`config.mk`:
```
export PLATFORM = sky130hd
export DESIGN_NAME = sram_uart_bridge
export DESIGN_NICKNAME = d
export VERILOG_FILES = /design/src/rtl/sram_uart_bridge_pkg.sv /design/src/rtl/sram_uart_bridge_uart_mmio_regs.sv /design/src/rtl/sram_uart_bridge.sv
export SDC_FILE = /design/constraint.sdc
export NUM_CORES = 1
export LEC_CHECK = 0
export CAP_MARGIN = 30
export CORE_MARGIN = 2
export CORE_UTILIZATION = 42
export CTS_BUF_LIST = sky130_fd_sc_hd__clkbuf_2 sky130_fd_sc_hd__clkbuf_4 sky130_fd_sc_hd__clkbuf_8
export CTS_CLUSTER_DIAMETER = 80
export CTS_CLUSTER_SIZE = 28
export DETAILED_ROUTE_END_ITERATION = 12
export PLACE_DENSITY = 0.84
export RECOVER_POWER = 25
export SLEW_MARGIN = 20
export SYNTH_ARGS = -nofsm -noshare
export SYNTH_HDL_FRONTEND = slang
export SYNTH_HIERARCHICAL = 1
export SYNTH_SLANG_ARGS = --single-unit
```
`constraint.sdc`:
```
create_clock -name clk -period 2.9 [get_ports clk]
set_clock_uncertainty 0.05 [all_clocks]
set_input_delay 0.29 -clock clk [delete_from_list [all_inputs] [get_ports clk]]
set_output_delay 0.29 -clock clk [all_outputs]
set_load 0.01 [all_outputs]
```
`src/rtl/sram_uart_bridge_pkg.sv`:
```
// Shared definitions for the SRAM/UART memory-side responder.
//   - FSM state encoding of the SRAM access sequencer
//   - default addresses of the memory-mapped UART registers
//   - bit positions inside the UART status word
package sram_uart_bridge_pkg;

    localparam logic [1:0] ST_IDLE = 2'd0;
    localparam logic [1:0] ST_RD   = 2'd1;
    localparam logic [1:0] ST_WR   = 2'd2;

    localparam logic [31:0] DEF_UART_DATA_ADDR = 32'hBFD0_03F8;
    localparam logic [31:0] DEF_UART_STAT_ADDR = 32'hBFD0_03FC;

    localparam int STAT_TX_READY = 0;
    localparam int STAT_RX_FULL  = 1;
    localparam int STAT_OVERRUN  = 2;

endpackage

```
`src/rtl/sram_uart_bridge_uart_mmio_regs.sv`:
```
// uart_mmio_regs: memory-mapped UART register file.
//   clk, rst          clock, synchronous active-high reset
//   rd_data_sel       data register read this cycle (returns rx_buf, clears rx_full)
//   rd_stat_sel       status register read this cycle (clears overrun)
//   wr_data_sel       data register write this cycle (launches TX if idle)
//   wr_byte           byte to transmit
//   uart_tx_*         transmitter launch interface
//   uart_rx_*         receiver byte interface
//   rd_data           read data for the selected register, 0 when none selected
module uart_mmio_regs
    import sram_uart_bridge_pkg::*;
(
    input  logic        clk,
    input  logic        rst,
    input  logic        rd_data_sel,
    input  logic        rd_stat_sel,
    input  logic        wr_data_sel,
    input  logic [7:0]  wr_byte,
    output logic [7:0]  uart_tx_data_o,
    output logic        uart_tx_start_o,
    input  logic        uart_tx_busy_i,
    input  logic [7:0]  uart_rx_data_i,
    input  logic        uart_rx_valid_i,
    output logic [31:0] rd_data
);

    logic [7:0] rx_buf;
    logic       rx_full;
    logic       overrun;
    logic       tx_launch;

    assign tx_launch = wr_data_sel & ~uart_tx_busy_i;

    always_ff @(posedge clk) begin
        if (rst) begin
            rx_buf          <= 8'h00;
            rx_full         <= 1'b0;
            overrun         <= 1'b0;
            uart_tx_data_o  <= 8'h00;
            uart_tx_start_o <= 1'b0;
        end else begin
            uart_tx_start_o <= tx_launch;
            if (tx_launch)
                uart_tx_data_o <= wr_byte;

            // A byte arriving in the same cycle as a data read replaces the
            // one being read out, so the buffer stays full without overrun.
            if (uart_rx_valid_i) begin
                rx_buf  <= uart_rx_data_i;
                rx_full <= 1'b1;
            end else if (rd_data_sel) begin
                rx_full <= 1'b0;
            end

            // A fresh overrun event takes priority over a coincident clear.
            if (uart_rx_valid_i && rx_full && !rd_data_sel)
                overrun <= 1'b1;
            else if (rd_stat_sel)
                overrun <= 1'b0;
        end
    end

    always_comb begin
        rd_data = 32'h0;
        if (rd_data_sel) begin
            rd_data[7:0] = rx_buf;
        end else if (rd_stat_sel) begin
            rd_data[STAT_TX_READY] = ~uart_tx_busy_i;
            rd_data[STAT_RX_FULL]  = rx_full;
            rd_data[STAT_OVERRUN]  = overrun;
        end
    end

endmodule

```
`src/rtl/sram_uart_bridge.sv`:
```
// sram_uart_bridge: memory-side responder for the CPU data-memory request bus.
// Non-UART requests become a fixed two-cycle SRAM access (request cycle in
// IDLE, access cycle in RD/WR); two addresses map to the UART register file,
// which answers combinationally in the request cycle.
//   clk, rst                  clock, synchronous active-high reset
//   req_*                     active-low request bus from the MEM stage
//   rsp_data_o                read data back to the CPU
//   sram_*                    registered SRAM pins, sram_data_i is the bus input
//   uart_tx_* / uart_rx_*     UART PHY byte interface
//
// state   | meaning
// IDLE    | waiting for a request, UART accesses served here
// RD      | SRAM read access cycle, rsp_data_o follows sram_data_i
// WR      | SRAM write access cycle, data bus driven
module sram_uart_bridge
    import sram_uart_bridge_pkg::*;
#(
    parameter int          ADDR_W         = 20,
    parameter logic [31:0] UART_DATA_ADDR = DEF_UART_DATA_ADDR,
    parameter logic [31:0] UART_STAT_ADDR = DEF_UART_STAT_ADDR
) (
    input  logic              clk,
    input  logic              rst,
    input  logic [31:0]       req_addr_i,
    input  logic [31:0]       req_data_i,
    input  logic              req_we_n_i,
    input  logic              req_oe_n_i,
    input  logic              req_ce_n_i,
    input  logic [3:0]        req_be_n_i,
    output logic [31:0]       rsp_data_o,
    output logic [ADDR_W-1:0] sram_addr_o,
    output logic [31:0]       sram_data_o,
    output logic              sram_data_oe_o,
    input  logic [31:0]       sram_data_i,
    output logic [3:0]        sram_be_n_o,
    output logic              sram_ce_n_o,
    output logic              sram_oe_n_o,
    output logic              sram_we_n_o,
    output logic [7:0]        uart_tx_data_o,
    output logic              uart_tx_start_o,
    input  logic              uart_tx_busy_i,
    input  logic [7:0]        uart_rx_data_i,
    input  logic              uart_rx_valid_i
);

    logic [1:0]  state;
    logic        req;
    logic        is_wr;
    logic        hit_data;
    logic        hit_stat;
    logic        in_idle;
    logic        sram_go;
    logic        uart_req;
    logic [31:0] uart_rd_data;

    assign req      = ~req_ce_n_i & (~req_oe_n_i | ~req_we_n_i);
    assign is_wr    = ~req_we_n_i;
    assign hit_data = (req_addr_i == UART_DATA_ADDR);
    assign hit_stat = (req_addr_i == UART_STAT_ADDR);
    assign in_idle  = (state == ST_IDLE);
    assign uart_req = in_idle & req & (hit_data | hit_stat);
    assign sram_go  = in_idle & req & ~(hit_data | hit_stat);

    always_ff @(posedge clk) begin
        if (rst) begin
            state          <= ST_IDLE;
            sram_addr_o    <= '0;
            sram_data_o    <= 32'h0;
            sram_be_n_o    <= 4'hF;
            sram_ce_n_o    <= 1'b1;
            sram_oe_n_o    <= 1'b1;
            sram_we_n_o    <= 1'b1;
            sram_data_oe_o <= 1'b0;
        end else if (sram_go) begin
            state          <= is_wr ? ST_WR : ST_RD;
            sram_addr_o    <= req_addr_i[ADDR_W+1:2];
            sram_data_o    <= req_data_i;
            sram_be_n_o    <= req_be_n_i;
            sram_ce_n_o    <= 1'b0;
            sram_oe_n_o    <= is_wr;
            sram_we_n_o    <= ~is_wr;
            sram_data_oe_o <= is_wr;
        end else begin
            // RD/WR always fall back here; a new request in the following
            // IDLE cycle is accepted immediately.
            state          <= ST_IDLE;
            sram_ce_n_o    <= 1'b1;
            sram_oe_n_o    <= 1'b1;
            sram_we_n_o    <= 1'b1;
            sram_data_oe_o <= 1'b0;
        end
    end

    uart_mmio_regs u_regs (
        .clk             (clk),
        .rst             (rst),
        .rd_data_sel     (uart_req & ~is_wr & hit_data),
        .rd_stat_sel     (uart_req & ~is_wr & hit_stat),
        .wr_data_sel     (uart_req & is_wr & hit_data),
        .wr_byte         (req_data_i[7:0]),
        .uart_tx_data_o  (uart_tx_data_o),
        .uart_tx_start_o (uart_tx_start_o),
        .uart_tx_busy_i  (uart_tx_busy_i),
        .uart_rx_data_i  (uart_rx_data_i),
        .uart_rx_valid_i (uart_rx_valid_i),
        .rd_data         (uart_rd_data)
    );

    always_comb begin
        case (state)
            ST_RD:   rsp_data_o = sram_data_i;
            ST_WR:   rsp_data_o = 32'h0;
            default: rsp_data_o = uart_rd_data;
        endcase
    end

endmodule
```
==> impl_metrics.yaml, run 1 <==
cts:
  cts_buffer_depth: 2
  htree_num_levels: 3
  cts_sinks: 80
  cts_made_buffers: 9
  holdBufCountCts: 0
  cts-root-buf: "clkbuf_8"
  cts_tree: "yes"
  clk_pin_slew_worst_paths_ns: 0.08
  clk_latency_ns: 0.34
worst_setup_path:
  crit_path_cell_trace: "dlygate4sd2_1 > or4b_4 > nor4_4 > nand3_2 > buf_6 > nor2_4 > nand2b_1 > o21ai_1 > inv_1 > o21ai_1 > buf_2"
  crit_path_start_kind: "primary input"
  reg2reg_depth: 7
  required_ns: 2.56
  cp_max_fo: 4
  r2r_slack_ns: 0.91
  critPathTopFamily: "simple AND/OR/NAND/NOR gates"
  max_stage_delay_ns: 0.52
  path_buf_inv: 4
  cpMaxStageDelayCell: "or4b_4"
  critPathCaptureType: "primary output"
  crit_type: "in -> out"
  r2r_start: "sram_data_oe_o"
  crit_top_cell: "o21ai_1"
  r2r-end: "sram_we_n_o"
  path_depth: 11
  critPathArrivalTime_ns: 2.42
logic_synthesis:
  yosys_register_bits: 80
  synthArstFlopShare_pct: 0
  synth.avg_cell_area_um2: 8.67
  yosys_warnings: 6
  ys_seq_area_share_pct: 37.5
  synth_edf_count: 0
  synth_cells: 493
  synth_cell_type_count: 35
  synth_ff_type: "dfxtp_1"
  syn-cell-area_um2: 4270
routing:
  num_vias: 3890
  top_layer_used: "met4"
  final_antenna_net_count: 0
  routedWlPerCell_um: 13.6
  firstDrtPassIters: 4
  wl_met3_um: 908
  drt_iter0_markers: 164
  vias_per_cell: 4.59
  drc: 0
  wl_met2_mm: 5.71
  finalWirelength_mm: 11.5
  met1_length_mm: 4.69
power:
  power_density_nw_per_um2: 399
  p_leak_uw: 0.00267
  vdd_drop_max_v: 0.000263
timing:
  tightestPinTransition_ns: 0.542
  whs_ns: 0.209
  period_needed_ns: 2.76
  final.period_utilization_pct: 95.2
  hold_viol_final: 0
  maxSlewViolCount: 0
  fmax_ghz: 0.362
  finalSetupViolCount: 0
  rsz0062_at_grt: "false"
  relSlewSlack_pct: 63.9
worst_hold_path:
  hold_end: "sram_addr_o[8]"
  hp-class: "in -> reg"
  hold_depth: 3
  hold_path_startpoint: "req_addr_i[10]"
layout:
  syn2layout_area_growth_pct: 57.3
  nNetsFinal: 825
  drive_gt1_share_pct: 8.13
  fill_cells: 796
  final_cells: 847
status:
  status: "finished, final reports clean"
floorplanning:
  initial_utilization_pct: 43.5
  die_w_um: 105
  io_pins: 216
  rows: 36
  dieArea_um2: 11000
  coreArea_um2: 9820
  die_y_um: 105
global_routing:
  grt_usage_pct: 20.6
  grt_pass1_vias: 3794
  grt_start_max_net_pins: 75
  antenna_found_initial: 0
  overflow: 0
  grt_pass1_wl_mm: 18.3
placed_design:
  port-buffer-count: 215
  hpwl_mm: 8.82
  gp_congestion: 0.803
  placed_cells: 826
job:
  cap_violations: 0
==> cells in the final DEF, fill, tap and decap left out, drive strengths merged, types with 3 or more instances in the layout <==
| cell type | synthesis | layout |
|---|---|---|
| o21ai | 43 | 43 |
| conb | 1 | 24 |
| inv | 35 | 36 |
| nand4bb | 8 | 8 |
| nand3 | 3 | 3 |
| and2 | 6 | 6 |
| dlygate4sd3 | 0 | 38 |
| mux2i | 64 | 64 |
| nand2b | 116 | 116 |
| nand2 | 38 | 38 |
| clkbuf | 22 | 11 |
| nor2 | 19 | 19 |
| dfxtp | 80 | 80 |
| buf | 34 | 31 |
| clkdlybuf4s50 | 0 | 160 |
| dlygate4sd2 | 0 | 3 |
| dlymetal6s2s | 0 | 3 |
==> routing by layer <==
metal / global-route usage, % / up-vias
met5: 0 / -
met4: 7.33 / 0
met3: 6.36 / 12
met2: 36.7 / 150
met1: 23.2 / 1752
li1: - / 1976
==> flip-flops by register name, indices dropped and copies added (netlist names), 4 cells and up <==
| name | cells |
|---|---|
| u_regs/rx_buf | 8 |
| sram_be_n_o | 4 |
| sram_addr_o | 20 |
| u_regs/uart_tx_data_o | 8 |
| sram_data_o | 32 |
==> worst max path at each step <==
| stage | slack, ns | to | from |
|---|---|---|---|
| final | 0.14 | rsp_data_o[0] | req_addr_i[12] |
| after global routing | 0.007 | rsp_data_o[0] | req_addr_i[12] |
| after CTS | 0.004 | rsp_data_o[1] | req_addr_i[10] |
| after detailed placement | -0.54 | rsp_data_o[1] | req_addr_i[10] |
| after global placement | -0.47 | rsp_data_o[0] | req_addr_i[10] |
| after floorplan | 0.42 | u_regs/uart_tx_data_o[0] | req_addr_i[10] |
==> Yosys cell counts, types with 2 or more instances <==
library cell,count,area share (%)
clkbuf_1,22,1.9
and2_1,6,0.88
nor2_1,19,1.7
buf_6,9,2.4
inv_1,35,3.1
dfxtp_1,80,37
ha_1,2,0.59
a21oi_1,2,0.23
or3b_1,2,0.41
nand2b_1,116,17
nand4_1,2,0.29
nand3_1,3,0.35
nand2_1,38,3.3
o21ai_1,9,1.1
buf_4,25,4.4
nand4bb_1,8,2.1
o21ai_0,34,4.0
mux2i_1,64,15
==> kinds of logic after synthesis <==
logic type               synth area share (%)
buffers and inverters                    11.8
AO/OA/AOI/OAI                            6.09
other                                  0.0878
flip-flops                               37.5
multiplexers                             15.0
adder cells (fa/ha/maj)                 0.586
AND/OR/NAND/NOR                          29.0
==> worst register-to-register path, cell delays in order, from the launching register on <==
cell and delay, ns:
dfxtp_1 0.31, inv_1 0.07, ha_1 0.14, nand2b_1 0.09, a21o_1 0.20, a31oi_4 0.15, buf_4 0.48, or3b_1 0.40
==> through the flow <==
stage                     instance area, µm²  setup TNS [ns]  setup WS [ns]  power (µW)  utilization [%]
after floorplan                         4360               0          0.415        1500                -
after CTS                               6670               0        0.00409        2720             67.9
after global routing                    6720               0        0.00711        2810             68.4
after global placement                  6460           -3.64         -0.471        1830             65.8
final                                   6720               0          0.140        2680             68.4
after detailed placement                6460           -3.95         -0.536        1840             65.8
==> cell type report <==
cell class / count / area (µm²) / area share [%]
repair buffers: 237 / 2300 / 34.3
well taps: 133 / 166 / 2.48
diodes: 1 / 2.50 / 0.0372
multi-input cells: 345 / 2300 / 34.2
flip-flops and latches: 80 / 1600 / 23.8
clock buffers: 11 / 151 / 2.25
clock inverters: 5 / 62.6 / 0.931
inverters: 35 / 131 / 1.95
==> power breakdown <==
group          leakage [µW]  switching, µW  total [µW]  internal, µW
combinational       0.00192            236         612           376
clock              0.000102            423         873           449
sequential         0.000656           32.4        1190          1160
==> what timing repair did <==
action	CTS	global route
buffers inserted	2	0
setup endpoints to repair	8	8
gates cloned	1	0
pin swaps	6	8
resized for setup	50	10
Power figures use the tool's default switching activity.
==> run 2, diff against run 1 <==
--- a/config.mk
+++ b/config.mk
@@ -7,12 +7,11 @@
 export LEC_CHECK = 0
 export CAP_MARGIN = 30
 export CORE_MARGIN = 2
-export CORE_UTILIZATION = 42
+export CORE_UTILIZATION = 25
 export CTS_BUF_LIST = sky130_fd_sc_hd__clkbuf_2 sky130_fd_sc_hd__clkbuf_4 sky130_fd_sc_hd__clkbuf_8
 export CTS_CLUSTER_DIAMETER = 80
 export CTS_CLUSTER_SIZE = 28
 export DETAILED_ROUTE_END_ITERATION = 12
-export PLACE_DENSITY = 0.84
 export RECOVER_POWER = 25
 export SLEW_MARGIN = 20
 export SYNTH_ARGS = -nofsm -noshare
==> run 2 against run 1 <==
Utilization shrank 27 points. Flip-flop and latch count is the same. Cell count grew 11%. Combinational power is essentially flat. Largest power group unchanged.
==> impl_metrics.yaml, run 2 (same netlist as run 1, synthesis figures left out) <==
status:
  status: "finished, final reports clean"
worst_setup_path:
  crit_top_cell: "clkdlybuf4s15_2"
  crit_type: "in -> out"
  crit_path_start_kind: "primary input"
  cpMaxStageDelayCell: "or4_4"
  crit_path_cell_trace: "clkdlybuf4s15_2 > or4_4 > nor4_4 > nand3_2 > nor3_4 > buf_4 > and2_1 > inv_1 > o21ai_0 > clkdlybuf4s15_2"
  crit_start: "req_addr_i[16]"
  critPathArrivalTime_ns: 2.43
  critPathCaptureType: "primary output"
  max_stage_delay_ns: 0.53
  required_ns: 2.56
  r2r_start: "sram_data_oe_o"
  cp_max_fo: 5
timing:
  finalSetupViolCount: 0
  final.period_utilization_pct: 95.5
  rsz0062_at_grt: "true"
  finalWorstSetupSlack_ns: 0.129
  period_needed_ns: 2.77
  fin_tns_setup_ns: 0
  tightestPinTransition_ns: 0.589
  relSlewSlack_pct: 60.7
  maxSlewViolCount: 0
  fmax_ghz: 0.361
  whs_ns: 0.144
  hold_viol_final: 0
power:
  power.share.clock_pct: 31.8
  power_density_nw_per_um2: 386
  power.net_switching_uw: 675
  total_power_uw: 2650
  p_seq_share_pct: 45.1
  vdd_drop_max_v: 0.000205
  p_leak_uw: 0.00269
  internal-power_uw: 1980
  p_comb_share_pct: 23.2
  p_sw_share_pct: 25.5
global_routing:
  antenna_found_initial: 1
  grt_pass1_vias: 3910
  grt_pass1_wl_mm: 19.2
  grt_usage_pct: 13.2
  grt_start_max_net_pins: 141
  overflow: 0
cts:
  cts_sinks: 80
  cts_buffer_depth: 2
  cts-root-buf: "clkbuf_8"
  cts_tree: "yes"
  clk_pin_slew_worst_paths_ns: 0.08
  cts_made_buffers: 9
  clk_latency_ns: 0.35
  holdBufCountCts: 0
  htree_num_levels: 3
floorplanning:
  die_y_um: 135
  initial_utilization_pct: 25.7
  io_pins: 216
  dieArea_um2: 18200
  die_w_um: 135
  rows: 47
  coreArea_um2: 16600
layout:
  reg_top3: "sram_data_o: 32 flops, sram_addr_o: 20 flops"
  largest_register_ffs: 32
  fill_cells: 1660
  syn2layout_area_growth_pct: 60.8
  final_common_cell: "clkdlybuf4s50_1"
  multi_input_area_um2: 2310
  regArea_um2: 1600
  final_cell_mix: "161 x clkdlybuf4s50_1, 116 x nand2b_1, 80 x dfxtp_1, 64 x mux2i_1"
  drive_gt1_share_pct: 9.75
  largest-register: "sram_data_o"
  nNetsFinal: 831
worst_hold_path:
  hold_path_startpoint: "req_addr_i[14]"
  hp-class: "in -> reg"
routing:
  drt_iter0_markers: 92
  firstDrtPassIters: 4
  finalWirelength_mm: 12.0
  num_vias: 3819
  vias_per_cell: 4.07
  routedWlPerCell_um: 12.8
  final_antenna_net_count: 0
  drc: 0
placed_design:
  gp_congestion: 0.735
  port-buffer-count: 215
  pre_cts_slack_ns: -0.652
  hpwl_mm: 8.92
job:
  cap_violations: 0
## run 2: power by group through the flow
stage	Combinational (µW)	Clock, µW	Sequential [µW]
floorplan	260	0	1240
global placement	624	0	1220
detailed placement	630	0	1220
CTS	631	893	1200
global route	667	941	1200
finish	614	842	1190
## run 2: what timing repair did
action / CTS / global route
gates cloned: 1 / 0
setup endpoints to repair: 8 / 8
setup buffers: 4 / 0
pin swaps: 8 / 9
resized for setup: 50 / 17
## run 2: worst max-delay path, delay by kind of cell
kind | cells | cell delay, ns
buf+inv | 4 | 0.64
compound gates | 1 | 0.14
simple gates | 5 | 1.38
## run 2: cell type report
class                           instances  area share [%]
Timing Repair Buffer                  243            34.2
Clock inverter                          3           0.619
Antenna cell                            1          0.0364
Tap cell                              220            4.01
Multi-Input combinational cell        345            33.7
Clock buffer                           12            2.22
Inverter                               35            1.91
Sequential cell                        80            23.3
## run 2: final timing paths
check | to | slack, ns | cells after the start
setup reg to reg | sram_we_n_o | 0.65 | 7
hold / removal | sram_addr_o[12] | 0.14 | 3
hold reg to reg | u_regs/uart_tx_data_o[0] | 0.42 | 2
setup / recovery | rsp_data_o[3] | 0.13 | 10
## run 2: metrics by stage
step	instances	utilization (%)	instance area, µm²
2_1_floorplan	516	-	4360
3_3_place_gp	917	39.7	6610
3_5_place_dp	917	39.7	6610
4_1_cts	937	41.1	6850
5_1_grt	938	41.3	6870
6_report	939	41.3	6870
## run 2: routing by layer
metal / vias to the layer above / global-route usage, % / wire length, µm
met5: - / 0 / 0
met4: 0 / 4.04 / 87
met3: 5 / 5.11 / 1130
met2: 146 / 23.0 / 5730
met1: 1689 / 14.9 / 5040
li1: 1979 / - / -
==> run 3, diff against run 2 <==
--- a/config.mk
+++ b/config.mk
@@ -6,7 +6,7 @@
 export NUM_CORES = 1
 export LEC_CHECK = 0
 export CAP_MARGIN = 30
-export CORE_MARGIN = 2
+export CORE_MARGIN = 5
 export CORE_UTILIZATION = 25
 export CTS_BUF_LIST = sky130_fd_sc_hd__clkbuf_2 sky130_fd_sc_hd__clkbuf_4 sky130_fd_sc_hd__clkbuf_8
 export CTS_CLUSTER_DIAMETER = 80
==> run 3 against run 2 <==
Count of clock-buffer cells in the layout fell by 2. Die area rose by 9.1%. Cell count fell by 0.85%. Critical path type unchanged. Critical path depth did not move.
==> impl_metrics.yaml, run 3 (same netlist as run 1, synthesis figures left out) <==
timing:
  finalSetupViolCount: 0
  period_needed_ns: 2.77
  final.period_utilization_pct: 95.7
  rsz0062_at_grt: "false"
  hold_viol_final: 0
  fmax_ghz: 0.360
  maxSlewViolCount: 0
  relSlewSlack_pct: 66.5
  tightestPinTransition_ns: 0.500
worst_setup_path:
  max_stage_delay_ns: 0.55
  crit_path_cell_trace: "dlygate4sd2_1 > or4_4 > nor4_4 > nand3_2 > nor3_2 > buf_4 > and2_1 > inv_1 > o21ai_0 > clkdlybuf4s15_1"
  critPathArrivalTime_ns: 2.43
  crit_path_start_kind: "primary input"
  cpMaxStageDelayCell: "or4_4"
  critPathTopFamily: "simple AND/OR/NAND/NOR gates"
  crit_type: "in -> out"
  critPathCaptureType: "primary output"
  cp_max_fo: 7
  required_ns: 2.56
  path_buf_inv: 4
layout:
  final_common_cell: "clkdlybuf4s50_1"
  largest_register_ffs: 32
  largest-register: "sram_data_o"
  final_cells: 931
  drive_gt1_share_pct: 7.59
  diodes: 0
  syn2layout_area_growth_pct: 59.1
  nNetsFinal: 823
  final_cell_mix: "161 x clkdlybuf4s50_1, 116 x nand2b_1, 80 x dfxtp_1, 64 x mux2i_1"
  reg_top3: "sram_data_o: 32 flops, sram_addr_o: 20 flops"
  post-route-util_pct: 40.7
  fill_cells: 1674
floorplanning:
  die_w_um: 141
  dieArea_um2: 19800
  rows: 47
  io_pins: 216
  die_y_um: 141
  initial_utilization_pct: 25.6
  coreArea_um2: 16700
routing:
  routedWlPerCell_um: 13.4
  finalWirelength_mm: 12.5
  drc: 0
  firstDrtPassIters: 4
  num_vias: 3806
  vias_per_cell: 4.09
  drt_iter0_markers: 72
  final_antenna_net_count: 0
cts:
  clk_pin_slew_worst_paths_ns: 0.08
  clk_latency_ns: 0.36
  htree_num_levels: 3
  cts_made_buffers: 9
  cts_sinks: 80
  cts-root-buf: "clkbuf_8"
  cts_buffer_depth: 2
  cts_tree: "yes"
global_routing:
  antenna_found_initial: 0
  grt_pass1_wl_mm: 19.7
  grt_start_max_net_pins: 100
  overflow: 0
  grt_usage_pct: 12.2
  grt_pass1_vias: 3798
job:
  cap_violations: 0
worst_hold_path:
  hp-class: "in -> reg"
power:
  power_density_nw_per_um2: 391
  vdd_drop_max_v: 0.000205
  p_leak_uw: 0.00263
  total_power_uw: 2660
placed_design:
  port-buffer-count: 215
  gp_congestion: 0.824
  placed_cells: 913
  hpwl_mm: 9.71
status:
  status: "finished, final reports clean"
[run 3: changes by cell type in the layout (fill, tap and decap cells not counted), sizes merged]
cell         previous run  this run
buf                    33        25
clkbuf                 18        12
clkinv                  1         2
clkinvlp                1         2
diode                   1         0
dlygate4sd2             2         6
inv                    35        36
[run 3: per-stage QoR]
stage                     worst slack [ns]  TNS [ns]  cell area [µm²]  hold slack (ns)
after floorplan                      0.415         0             4360            0.387
after global placement              -0.527     -3.96             6590            0.406
after detailed placement            -0.590     -4.38             6590            0.411
after CTS                           0.0141         0             6790            0.280
after global routing               0.00115         0             6800            0.268
final                                0.126         0             6800            0.251
[run 3: worst reg2reg max path, stage by stage, from the launching register on]
cell	delay [ns]
dfxtp_1	0.32
inv_1	0.07
ha_1	0.15
nand2b_1	0.11
a21o_1	0.20
a31oi_4	0.19
buf_12	0.33
or3b_1	0.41
[run 3: path summary, 6_finish.rpt]
check,startpoint,end,slack (ns),depth (start not counted)
max,req_addr_i[13],rsp_data_o[7],0.13,10
min reg2reg,sram_data_o[21],sram_data_o[21],0.42,2
max reg2reg,sram_data_oe_o,sram_we_n_o,0.98,7
min,req_addr_i[10],sram_addr_o[8],0.25,3
[run 3: what timing repair did]
item	4_1_cts	5_1_grt
pin swaps	9	7
endpoints found under the setup margin	8	7
setup buffers	2	0
hold buffers	0	0
gates resized for setup	39	10
[run 3: area by class of cell]
type / instances / area (µm²) / area share [%]
Timing Repair Buffer: 235 / 2290 / 33.8
Clock buffer: 10 / 138 / 2.02
Multi-Input combinational cell: 345 / 2290 / 33.7
Tap cell: 220 / 275 / 4.05
Clock inverter: 6 / 67.6 / 0.994
Sequential cell: 80 / 1600 / 23.6
Inverter: 35 / 131 / 1.93
[run 3: report_power, final]
group	internal [µW]	switching [µW]	total, µW
Combinational	376	236	612
Sequential	1160	31.7	1190
Clock	424	432	856
Total	1960	700	2660
[run 3: metal layers]
metal	GRT usage (%)	wire (µm)
met1	13.6	4980
met2	20.6	6000
met3	6.30	1380
met4	3.01	118
met5	0	0
